==> config.mk <==
export PLATFORM = sky130hd
export DESIGN_NAME = if_fetch_32
export DESIGN_NICKNAME = d
export VERILOG_FILES = /design/src/rtl/if_fetch_32.sv
export SDC_FILE = /design/constraint.sdc
export NUM_CORES = 1
export LEC_CHECK = 0
export CAP_MARGIN = 5
export CORE_ASPECT_RATIO = 2
export CORE_MARGIN = 2
export CORE_UTILIZATION = 47
export CTS_BUF_LIST = sky130_fd_sc_hd__clkbuf_4
export DETAILED_ROUTE_END_ITERATION = 16
export PLACE_DENSITY = 0.81
export REMOVE_ABC_BUFFERS = 1
export SYNTH_ARGS = -nofsm -noshare
export SYNTH_HDL_FRONTEND = slang
export SYNTH_SLANG_ARGS = --single-unit
==> constraint.sdc <==
create_clock -name clk -period 4.3 [get_ports clk]
set_clock_uncertainty 0.1 [all_clocks]
set_input_delay 0.86 -clock clk [delete_from_list [all_inputs] [get_ports clk]]
set_output_delay 0.86 -clock clk [all_outputs]
set_load 0.05 [all_outputs]
==> src/rtl/if_fetch_32.sv <==
// rtl/if_fetch_32.sv - instruction fetch stage: PC, imem req/ack handshake, next-PC selection, halt
// Optional feature macro: JR_ALIGN_CHECK_EN (halt on misaligned jr target instead of masking it)
module if_fetch_32 #(
  parameter logic [31:0] RESET_PC     = 32'h0000_0000,
  parameter int          IMEM_TIMEOUT = 16
) (
  input  logic        clk,
  input  logic        rst,
  output logic        imem_req,
  output logic [31:0] imem_addr,
  input  logic        imem_ack,
  input  logic [31:0] imem_rdata,
  output logic [31:0] instr,
  output logic        instr_valid,
  output logic [5:0]  opcode,
  output logic [5:0]  funct,
  output logic [31:0] pc,
  output logic [31:0] pc_plus4,
  input  logic [1:0]  branch,
  input  logic [1:0]  jump,
  input  logic        alu_zero,
  input  logic [31:0] rs_data,
  input  logic        err_illegal_opcode,
  input  logic        exec_done,
  output logic        halted,
  output logic        err_fetch_timeout,
  output logic        err_misaligned
);

  localparam int CW = $clog2(IMEM_TIMEOUT + 1);

  typedef enum logic [1:0] {
    S_IDLE,
    S_FETCH,
    S_ISSUE,
    S_HALT
  } state_t;

  state_t        r_state;
  state_t        w_state_nxt;
  logic [31:0]   r_pc;
  logic [31:0]   w_pc_nxt;
  logic [31:0]   r_instr;
  logic [31:0]   w_instr_nxt;
  logic [CW-1:0] r_cnt;
  logic [CW-1:0] w_cnt_nxt;
  logic [CW-1:0] w_cnt_inc;
  logic          r_err_to;
  logic          w_err_to_nxt;

  logic [31:0]   w_pc_plus4;
  logic [31:0]   w_br_offset;
  logic [31:0]   w_j_target;
  logic [31:0]   w_jr_target;
  logic [31:0]   w_next_pc;
  logic          w_br_taken;
  logic          w_misaligned;
  logic          w_stop;

  assign w_pc_plus4  = r_pc + 32'd4;
  assign w_br_offset = {{14{r_instr[15]}}, r_instr[15:0], 2'b00};
  assign w_j_target  = {w_pc_plus4[31:28], r_instr[25:0], 2'b00};
  assign w_br_taken  = ((branch == 2'b10) && alu_zero) || ((branch == 2'b11) && !alu_zero);
  assign w_cnt_inc   = r_cnt + 1'b1;

`ifdef JR_ALIGN_CHECK_EN
  assign w_jr_target  = rs_data;
  assign w_misaligned = (jump == 2'b10) && (rs_data[1:0] != 2'b00);
`else
  // Low target bits are dropped so a jr always lands on a word boundary.
  assign w_jr_target  = rs_data & 32'hFFFF_FFFC;
  assign w_misaligned = 1'b0;
`endif

  assign w_stop = err_illegal_opcode || (jump == 2'b11) || w_misaligned;

  always_comb begin
    w_next_pc = w_pc_plus4;
    if (jump == 2'b10) begin
      w_next_pc = w_jr_target;
    end else if (jump == 2'b01) begin
      w_next_pc = w_j_target;
    end else if (w_br_taken) begin
      w_next_pc = w_pc_plus4 + w_br_offset;
    end
  end

  always_comb begin
    w_state_nxt  = r_state;
    w_pc_nxt     = r_pc;
    w_instr_nxt  = r_instr;
    w_cnt_nxt    = r_cnt;
    w_err_to_nxt = r_err_to;
    case (r_state)
      S_IDLE: begin
        w_state_nxt = S_FETCH;
      end
      S_FETCH: begin
        // An ack arriving on the limit cycle still counts as a good fetch.
        if (imem_ack) begin
          w_instr_nxt = imem_rdata;
          w_cnt_nxt   = '0;
          w_state_nxt = S_ISSUE;
        end else begin
          w_cnt_nxt = w_cnt_inc;
          if (w_cnt_inc == CW'(IMEM_TIMEOUT)) begin
            w_err_to_nxt = 1'b1;
            w_state_nxt  = S_HALT;
          end
        end
      end
      S_ISSUE: begin
        if (exec_done) begin
          if (w_stop) begin
            w_state_nxt = S_HALT;
          end else begin
            w_pc_nxt    = w_next_pc;
            w_state_nxt = S_FETCH;
          end
        end
      end
      S_HALT: begin
        w_state_nxt = S_HALT;
      end
      default: begin
        w_state_nxt = S_IDLE;
      end
    endcase
  end

  always_ff @(posedge clk or posedge rst) begin
    if (rst) begin
      r_state  <= S_IDLE;
      r_pc     <= RESET_PC;
      r_instr  <= 32'd0;
      r_cnt    <= '0;
      r_err_to <= 1'b0;
    end else begin
      r_state  <= w_state_nxt;
      r_pc     <= w_pc_nxt;
      r_instr  <= w_instr_nxt;
      r_cnt    <= w_cnt_nxt;
      r_err_to <= w_err_to_nxt;
    end
  end

`ifdef JR_ALIGN_CHECK_EN
  logic r_err_mis;

  always_ff @(posedge clk or posedge rst) begin
    if (rst) begin
      r_err_mis <= 1'b0;
    end else if ((r_state == S_ISSUE) && exec_done && w_misaligned) begin
      r_err_mis <= 1'b1;
    end
  end

  assign err_misaligned = r_err_mis;
`else
  assign err_misaligned = 1'b0;
`endif

  assign imem_req          = (r_state == S_FETCH);
  assign imem_addr         = r_pc;
  assign instr             = r_instr;
  assign instr_valid       = (r_state == S_ISSUE);
  assign opcode            = r_instr[31:26];
  assign funct             = r_instr[5:0];
  assign pc                = r_pc;
  assign pc_plus4          = w_pc_plus4;
  assign halted            = (r_state == S_HALT);
  assign err_fetch_timeout = r_err_to;

endmodule

# Word-level counts from Yosys, hierarchy flattened
# Cells that the tools add are included.
[totals]
register_bits = 72
inputBits = 74
output_inout_bits = 145
elab_cells = 40
[classes]
add_sub_neg = 3
eq_ne = 11
mux = 9
bitwise_logic = 2
reduce_logical = 10
[ops]
columns = ["operator", "n"]
rows = [
  ["$mux 32", 3],
  ["$add 32x3->32 const B", 1],
  ["$add 32x32->32", 1],
  ["$eq 2x2->1 const B", 6],
  ["$mux 2", 4],
  ["$pmux 2 s4", 1],
  ["$reduce_and 3->1", 2],
  ["$add 5x1->5 const B", 1],
  ["$eq 5x5->1 const B", 1],
  ["$mux 5", 1],
  ["$eq 2x1->1 const B", 2],
  ["$reduce_and 2->1", 2],
  ["$ne 3x1->1 const B", 1],
  ["$logic_and 1x1->1", 2],
  ["$logic_not 2->1", 1],
  ["$logic_or 1x1->1", 2],
  ["$ne 2x1->1 const B", 1],
  ["$not 1->1", 2],
  ["$logic_not 1->1", 1],
]

# Logic depth before layout (Yosys ltp)
[logic_depth]
ltp_word = 6
depth_mapped = 17
ltp_nobuf = 16

# Worst setup path before layout
# No wires, ideal clock.
[synth_timing]
path_type = "register to register"
start = "register r_pc[5], in the netlist imem_addr[5]"
end = "register r_pc[31], in the netlist imem_addr[31]"
setup_time_ns = 0.072
t_arrival_ns = 4.425
required_time_ns = 4.128
setup_slack_ns = -0.297
stages_incl_launch_ff = 16
path_buffers = 1
synth_period_minus_slack_ns = 4.597
cell_sequence = "dfrtp_1 and4_1 nand4_4 nor3_4 nand2_1 xnor2_1 ha_1 clkbuf_1 nand2_1 or3_1 a21o_1 o211ai_2 o22ai_2 xor2_1 or4_1 nand3_1"
[synth_between]
elab_chain_len = 5
[synth_rtl]
columns = ["element", "line_no", "text"]
rows = [
  ["start: declaration", "41", "logic [31:0] r_pc;"],
  ["start signal: assignment", "140", "r_pc <= w_pc_nxt;"],
  ["$add 32x3->32", "60", "assign w_pc_plus4 = r_pc + 32'd4;"],
  ["via pc_plus4[20]", "18", "output logic [31:0] pc_plus4,"],
  ["$add 32x32->32", "84", "w_next_pc = w_pc_plus4 + w_br_offset;"],
  ["$mux 32", "83", "end else if (w_br_taken) begin"],
  ["$mux 32", "81", "end else if (jump == 2'b01) begin"],
  ["$mux 32", "79", "if (jump == 2'b10) begin"],
]
# The timed path passes the listed nets, and every way through them passes these cells.
# A chain may end at the register's enable or synchronous reset.

# Worst setup path after layout
[layout_timing]
start = "register r_pc[12], in the netlist imem_addr[12]"
end = "output port pc_plus4[27]"
[layout_between]
elab_chain_len = 1
[layout_rtl]
columns = ["element", "line_no"]
rows = [
  ["$add 32x3->32", "60"],
  ["end: declaration", "18"],
]
# Every way passes these cells.

==> results.toml <==
[status]
status = "complete, no violations"

[logic_synthesis]
synth_adder_area_share_pct = 7.82
yosys_warnings = 0
synth_area_per_cell_um2 = 8.49
yosys.area_share.simple_pct = 17.9
synth_top_family_by_area = "compound AO/OA/AOI/OAI gates"
synth-seq-cells = 70
synth_edf_count = 0
synth_cell_types = 66
synth-main-ff-cell = "dfrtp_1"
synth_xor_area_share_pct = 7.63
seq_area_frac_synth_pct = 28.4
synth_area_mm2 = 0.00618
syn_inst = 728
muxShareOfSynthArea_pct = 7.70
synth-async-reset-ratio_pct = 100
synth_compound_area_share_pct = 21.3

[clocking]
cts_buffers = 9
ctsResizeCount = 1
clk_latency_ps = 440
clk_pin_slew_ps = 140
clock_sinks = 70
cts_root_buffer = "clkbuf_4"
post_cts_buffers = 0
cts_max_level = 3
cts_tree = "done"
clockBufferDepth = 2
hold_buffers = 0

[setup_path]
required_ps = 3340
critPathMaxFanout = 6
critPathKind = "reg2out"
cp-start-kind = "register"
cp-end-kind = "primary output"
cp.arrival_ps = 3130

[detailed_routing]
drc_errors = 0
routed_wl_um = 21500
vias = 6226
avgViaCountPerCell = 5.87
postRouteAntennaNets = 0
routedWlPerCell_um = 20.3
first_iter_violations = 326
first_pass_iters = 5

[finish]
stdcell_count = 1060
drive_above_1_share_pct = 12.2
nets = 1014
fillers = 1077
syn_to_final_growth_pct = 36.4

[power]
p_per_area_mw_per_mm2 = 519
p_total_mw = 4.38
intPower_mw = 2.07
power.leakage_nw = 3.83
sw_frac_of_total_pct = 52.7
combPwrFrac_pct = 64.7
p_switching_mw = 2.30
seqPwrFrac_pct = 23.4
peakVddDrop_v = 0.000335
power_frac_clock_pct = 11.9

[floorplan]
pin_count = 219
die_x_um = 85.1
die_h_um = 166
rows = 59
core_mm2 = 0.0129
die-area_mm2 = 0.0141
initial_core_util_pct = 47.8

[grt]
grt_overflow = 0
grt_max_degree = 35
grt_usage_pct = 30.1
grt_pass1_wl_um = 33300
grt_pass1_vias = 6328
antenna_found_initial = 1

[worst_hold_path]
hold_path.class = "reg2reg"

[sta]
finalCriticalPeriod_ps = 4090
worst_pin_slew_ps = 917
setup_viol = 0
slew_violations = 0
fmax_mhz = 244
rsz0062_at_grt = "false"
slew_headroom_pct = 38.9
fin_crit_sh_pct = 95.2
hold_viol_final = 0

[flow_run]
cap_violations = 0

[placed_design]
dp_hpwl_um = 17000
io_buffers = 209
place.gp.congestion = 1.00
dp.cells = 1043
-- worst max-delay path: stages, from the launching register on --
cell and delay (ps):
dfrtp_1 510, and4_1 260, nand2_1 190, nor2_1 230, buf_4 180, nand4_1 100
xnor2_1 250, buf_4 170, clkdlybuf4s50_1 810
-- sequential cells by signal, indices dropped and copies added, names as in the netlist --
register and count:
instr 32, imem_addr 30, r_cnt 5, r_state 2, err_fetch_timeout 1
-- worst paths after layout --
path / to / cells after the start / slack, ps / from
setup reg to reg: imem_addr[26]$_DFFE_PP0P_ / 13 / 300 / imem_addr[12]$_DFFE_PP0P_
hold / removal: err_fetch_timeout$_DFFE_PP0P_ / 1 / 380 / err_fetch_timeout$_DFFE_PP0P_
hold reg to reg: err_fetch_timeout$_DFFE_PP0P_ / 1 / 380 / err_fetch_timeout$_DFFE_PP0P_
setup / recovery: pc_plus4[27] / 8 / 210 / imem_addr[12]$_DFFE_PP0P_
max in group asynchronous: imem_addr[5]$_DFFE_PP0P_ / 3 / 2630 / rst
min in group asynchronous: instr[30]$_DFFE_PP0P_ / 2 / 620 / rst
-- power groups by stage --
stage	Sequential, mW	Combinational (mW)	Clock, mW
3_3_place_gp	1.03	2.79	0
6_report	1.02	2.83	0.522
4_1_cts	1.02	2.81	0.534
2_1_floorplan	1.72	1.19	0
5_1_grt	1.04	3.00	0.561
3_5_place_dp	1.03	2.80	0
-- placed cells by master (no fill, tap or decap), types with 3 or more instances in the layout --
cell / instances
and3_1: 10
nand3_1: 27
o22ai_1: 6
xnor2_1: 26
mux2_2: 35
or2_2: 3
clkbuf_4: 9
nor2_1: 47
dfrtp_1: 69
a211oi_1: 9
o2111ai_1: 5
buf_4: 30
ha_1: 36
nor2b_1: 7
o21a_1: 8
xor2_1: 25
a21o_1: 16
and2_1: 3
clkdlybuf4s50_1: 199
nor3_1: 15
conb_1: 7
mux2i_1: 7
nand2b_1: 7
nand4_1: 12
inv_1: 17
a31oi_1: 9
a21oi_1: 62
o211ai_1: 14
o21ai_0: 36
a22oi_1: 4
a21oi_2: 3
or3_1: 5
o21bai_1: 3
nand2_1: 69
dlymetal6s2s_1: 8
-- area by class of cell --
type                            count  area, um2  share of cell area (%)
Antenna cell                        1       2.50                  0.0297
Clock buffer                        9       67.6                   0.802
Clock inverter                      7        105                    1.25
Inverter                           18       67.6                   0.802
Multi-Input combinational cell    565       3910                    46.5
Sequential cell                    70       1750                    20.8
Tap cell                          152        190                    2.26
Timing Repair Buffer              238       2330                    27.6
-- stage by stage --
step                util, %  cell area [um2]  TNS, ps  setup slack [ps]  hold WS, ps
finish                 65.2             8430        0               205          381
detailed placement     63.5             8200        0               314          348
CTS                    64.8             8370        0              29.1          381
global route           65.2             8430        0              26.6          403
floorplan                 -             5700    -7170              -644          399
global placement       63.5             8200        0               362          349
-- per-layer routing --
| metal | GRT usage (%) | part of all wire, % |
|---|---|---|
| met1 | 31.6 | 35 |
| met2 | 54.4 | 53 |
| met5 | 0 | 0 |
| met4 | 18.0 | 6.1 |
| met3 | 4.77 | 5.9 |
-- synthesized netlist by cell type, types with 3 or more instances --
library cell / number / area, um2
a211oi_1: 9 / 67.6
a21o_1: 16 / 120
a21oi_1: 62 / 310
a21oi_2: 3 / 26.3
a22oi_1: 4 / 30.0
a31oi_1: 9 / 56.3
and2_1: 3 / 18.8
and3_1: 10 / 62.6
and4_1: 3 / 26.3
buf_1: 3 / 11.3
buf_2: 3 / 15.0
buf_4: 51 / 383
clkbuf_1: 24 / 90.1
dfrtp_1: 70 / 1750
ha_1: 37 / 463
inv_1: 18 / 67.6
mux2_2: 35 / 394
mux2i_1: 7 / 70.1
nand2_1: 69 / 259
nand2b_1: 7 / 43.8
nand3_1: 27 / 135
nand4_1: 12 / 75.1
nor2_1: 48 / 180
nor2b_1: 7 / 43.8
nor3_1: 16 / 80.1
o2111ai_1: 5 / 43.8
o211ai_1: 14 / 105
o21a_1: 8 / 60.1
o21ai_0: 36 / 180
o21bai_1: 3 / 22.5
o22ai_1: 6 / 37.5
or2_2: 3 / 18.8
or3_1: 5 / 31.3
xnor2_1: 27 / 236
xor2_1: 25 / 219
-- logic make-up (layout without fill, tap and decap cells) --
logic type,after synthesis,count (layout)
AO/OA/AOI/OAI,201,201
XOR/XNOR,53,53
adder cells (fa/ha/maj),38,38
buffers and inverters,99,272
flip-flops,70,70
multiplexers,43,43
other,1,8
AND/OR/NAND/NOR,223,223
Note: power is estimated with default switching activity, not from simulation.
